--- config.mk ---
export PLATFORM = sky130hd
export DESIGN_NAME = four_output_demux_reg
export DESIGN_NICKNAME = d
export VERILOG_FILES = /design/src/rtl/four_output_demux_reg.sv
export SDC_FILE = /design/constraint.sdc
export NUM_CORES = 1
export LEC_CHECK = 0
export BUFFER_PORTS_ARGS = -buffer_cell sky130_fd_sc_hd__buf_4
export CAP_MARGIN = 5
export CORE_ASPECT_RATIO = 1.4
export CORE_MARGIN = 2
export CORE_UTILIZATION = 40
export CTS_BUF_LIST = sky130_fd_sc_hd__clkbuf_4 sky130_fd_sc_hd__clkbuf_8
export DETAILED_ROUTE_END_ITERATION = 10
export PLACE_DENSITY_LB_ADDON = 0.15
export SYNTH_ARGS = -nofsm -noshare
export SYNTH_HDL_FRONTEND = slang
export SYNTH_SLANG_ARGS = --single-unit
--- constraint.sdc ---
create_clock -name clk -period 2.15 [get_ports clk]
set_input_delay 0.215 -clock clk [delete_from_list [all_inputs] [get_ports clk]]
set_output_delay 0.215 -clock clk [all_outputs]
set_load 0.05 [all_outputs]
--- src/rtl/four_output_demux_reg.sv ---
// Registered 1-to-4 demultiplexer with valid/ready handshakes.
// Steers one word to channel a/b/c/d (or broadcasts to all) into per-channel output registers.
module four_output_demux_reg #(
    parameter int unsigned INPUT_LENGTH = 8
) (
    input  logic                    clk,
    input  logic                    rst_n,
    input  logic [INPUT_LENGTH-1:0] in_data,
    input  logic [1:0]              in_sel,
    input  logic                    in_bcast,
    input  logic                    in_valid,
    output logic                    in_ready,
    output logic [INPUT_LENGTH-1:0] out_a,
    output logic [INPUT_LENGTH-1:0] out_b,
    output logic [INPUT_LENGTH-1:0] out_c,
    output logic [INPUT_LENGTH-1:0] out_d,
    output logic [3:0]              out_valid,
    input  logic [3:0]              out_ready
);

    localparam int unsigned N_CH = 4;

    logic [INPUT_LENGTH-1:0] data_q [N_CH];
    logic [N_CH-1:0]         can_acc;
    logic [N_CH-1:0]         load_set;
    logic                    xfer;

    // A channel can take a word if it is empty or being drained this cycle.
    always_comb begin
        can_acc  = ~out_valid | out_ready;
        load_set = 4'b0001 << in_sel;
        in_ready = can_acc[in_sel];
        if (in_bcast) begin
            load_set = 4'b1111;
            in_ready = &can_acc;
        end
        xfer = in_valid && in_ready;
    end

    // Per-channel load has priority over drain; broadcast is all-or-nothing via in_ready.
    always_ff @(posedge clk) begin
        if (!rst_n) begin
            out_valid <= '0;
            for (int i = 0; i < N_CH; i++) begin
                data_q[i] <= '0;
            end
        end else begin
            for (int i = 0; i < N_CH; i++) begin
                if (xfer && load_set[i]) begin
                    data_q[i]    <= in_data;
                    out_valid[i] <= 1'b1;
                end else if (out_valid[i] && out_ready[i]) begin
                    out_valid[i] <= 1'b0;
                end
            end
        end
    end

    assign out_a = data_q[0];
    assign out_b = data_q[1];
    assign out_c = data_q[2];
    assign out_d = data_q[3];

endmodule

==> run summary <==
Largest family of logic cells by synthesized area: simple AND/OR/NAND/NOR gates
Cell area after synthesis: 1470 um^2
Via count: 1025
Vias in the first global route: 1087
Clk buf depth: 2
ANT cells: 0
R2r setup slk: 0.32 ns
Worst Path Required: 2.09 ns
WP data arrival: 1.78 ns
Initial antenna violation count: 0
Mean Syn Cell Area: 13.5 um^2
FP Rows: 26
# nets final: 187
Fillers: 316
CTS Buf Count: 5
Die Wd: 55.2 um
Synth top area share: 0.654
CTS sink count: 36
ANT nets after route: 0
Commonest non-fill, non-tap cells in the layout: buf_4 (54), nor2_1 (33), edfxtp_1 (32)
FF-to-FF path depth: 5
Register area share after synthesis: 0.708
Final min period: 1.83 ns
Crit share post-route: 0.852
Mapped Cells: 109
Hold Buf Count CTS: 0
Count of cell types in the netlist: 19
Simple-gate area share of the yosys netlist: 0.209
Post-synthesis adder-cell area fraction: 0
Core ar.: 3580 um^2
First-pass GRT wire length: 5.06 mm
GPL Wtd Cong: 0.785
Post-CTS Setup Bufs: 0
Kind of critical path: flop to flop
Final setup viols: 0
Pre-Repair DR Iteration Count: 4
Power Density: 915 nW/um^2
Post-CTS sizing: 0
DRC: 0
Hold path depth: 3
Status: completed
Post-route insts no fill: 212
Average wire per standard cell: 14.2 um
Rel. slew slack: 0.737
CP endpoint kind: flop
Via density: 4.83
HPWL Detailed: 2.32 mm
CTS tree: yes
Setup TNS: 0 ns
Crit Path Max Fanout: 10
HP Class: input pin to flop
Layout cell share with drive strength beyond 1: 0.447
Vert. Die Dim: 75.7 um
Worst-Margin Slew: 0.394 ns
Slowest cell delay on critical path: 0.35 ns
Syn-to-layout area delta: 37.3%
Clk_skew: 0.00888 ns
Crit path cell chain: nand2b_2 > nand4_1 > a21oi_4 > nand3b_4 > nand2_1
Synth Area in Compound Gates: 0.0800
FF-to-FF End: data_q[1][6]
Max VDD drop: 0.563 mV
Syn. warnings: 0
Worst slack, placed: 0.284 ns
P_leak: 0.000859 uW
RSZ-0062 raised after global routing: false
Drt first-iter violations: 23
Root Buffer: clkbuf_8
Mux contribution to synthesized area: 0
WHS Endpoint: out_valid[2]
Xor and xnor area share after synthesis: 0
Hold Startpoint: out_ready[2]
CP top delay family: simple AND/OR/NAND/NOR gates
Top post-synthesis cells by area: edfxtp_1 (65%), nor2_1 (8.4%), dfxtp_1 (5.4%)
Final Power: 1850 uW
Total gr overflow: 0
Final setup margin: 0.318 ns
Worst Path Buf+Inv: 0
Inst Count DP: 204
Max Cap Viol: 0
Starting Density: 0.411
Clock latency on the worst-skew pair: 0.29 ns
Number of I/O pins: 55
Pin count of the biggest net entering global routing: 17
Reg clk slew, reported paths: 0.07 ns
CTS H-tree depth: 2
Fmax: 0.546 GHz
Routed WL: 3.01 mm
Synth area leader: edfxtp_1
Die area: 4180 um^2
CP Launch Type: flop
#FFs+latches synth: 36
All-Layer GR Usage: 0.164
Final core utilization: 0.564
Synthesized net count: 127
CP max-delay cell: nand2_1
Final-report hold violation count: 0
Final Max Tran Viols: 0
Worst reg2reg path startpoint: out_valid[2]
Most common cell after layout, fill and taps aside: buf_4
IO Port Bufs: 54
[final cells by class]
class                      count  area, um^2  area share
multi-input combinational     72         430       0.213
sequential                    36        1040       0.516
clock inverter                 1        5.00     0.00248
timing repair buffer          54         405       0.201
tap                           42        52.6      0.0260
clock buffer                   7        83.8      0.0415
[worst max-delay path by stage]
| stage | startpoint | end | slack (ns) | depth (start not counted) |
|---|---|---|---|---|
| after global placement | out_ready[3] | data_q[1][5] | 0.36 | 6 |
| after global routing | out_valid[3] | data_q[1][6] | 0.15 | 5 |
| after CTS | out_valid[2] | data_q[1][6] | 0.29 | 5 |
| after floorplan | out_valid[0] | in_ready | 0.14 | 4 |
| after detailed placement | out_ready[3] | data_q[1][2] | 0.28 | 6 |
| final | out_valid[2] | data_q[1][6] | 0.32 | 5 |
[metrics by stage]
step	hold slack (ns)	instance area [um^2]
after floorplan	0.365	1480
after global placement	0.511	1930
after detailed placement	0.511	1930
after CTS	0.226	2020
after global routing	0.245	2020
final	0.235	2020
[logic make-up after synthesis]
| family | after synthesis |
|---|---|
| buffers and inverters | 1 |
| and+or+nand+nor | 61 |
| DFF | 36 |
| AOI/OAI and AO/OA | 11 |
[cell usage after synthesis]
cell / count
clkbuf_1: 1
nand2b_1: 5
a21oi_4: 1
o211ai_4: 1
nand3_4: 2
edfxtp_1: 32
a21boi_2: 4
o21bai_2: 1
nand3b_4: 1
o21ai_0: 1
dfxtp_1: 4
nand2b_2: 3
nand4_1: 1
nand2_1: 14
nor2b_1: 2
nor2_1: 33
a211oi_1: 1
o21ai_1: 1
o22ai_1: 1
[power by group]
group	switching (uW)	internal [uW]	leakage [uW]
combinational	373	144	0.000434
clock	216	252	0.0000491
sequential	20.8	840	0.000377
total	610	1240	0.000859
[tightest hold or removal path, delay by kind of cell]
| kind | cells | cell delay (ns) |
|---|---|---|
| buf+inv | 1 | 0.07 |
| compound gates | 1 | 0.05 |
| simple gates | 1 | 0.14 |
[flip-flops by register name (all words and copies together), names as in the netlist]
name and cells:
data_q 32, out_valid 4
[layer usage]
layer  part of all wire  GRT usage
met2               0.54      0.300
met1               0.36      0.159
met5                  0          0
met4              0.028     0.0976
met3              0.070     0.0594
Note: power is estimated with default switching activity, not from simulation.
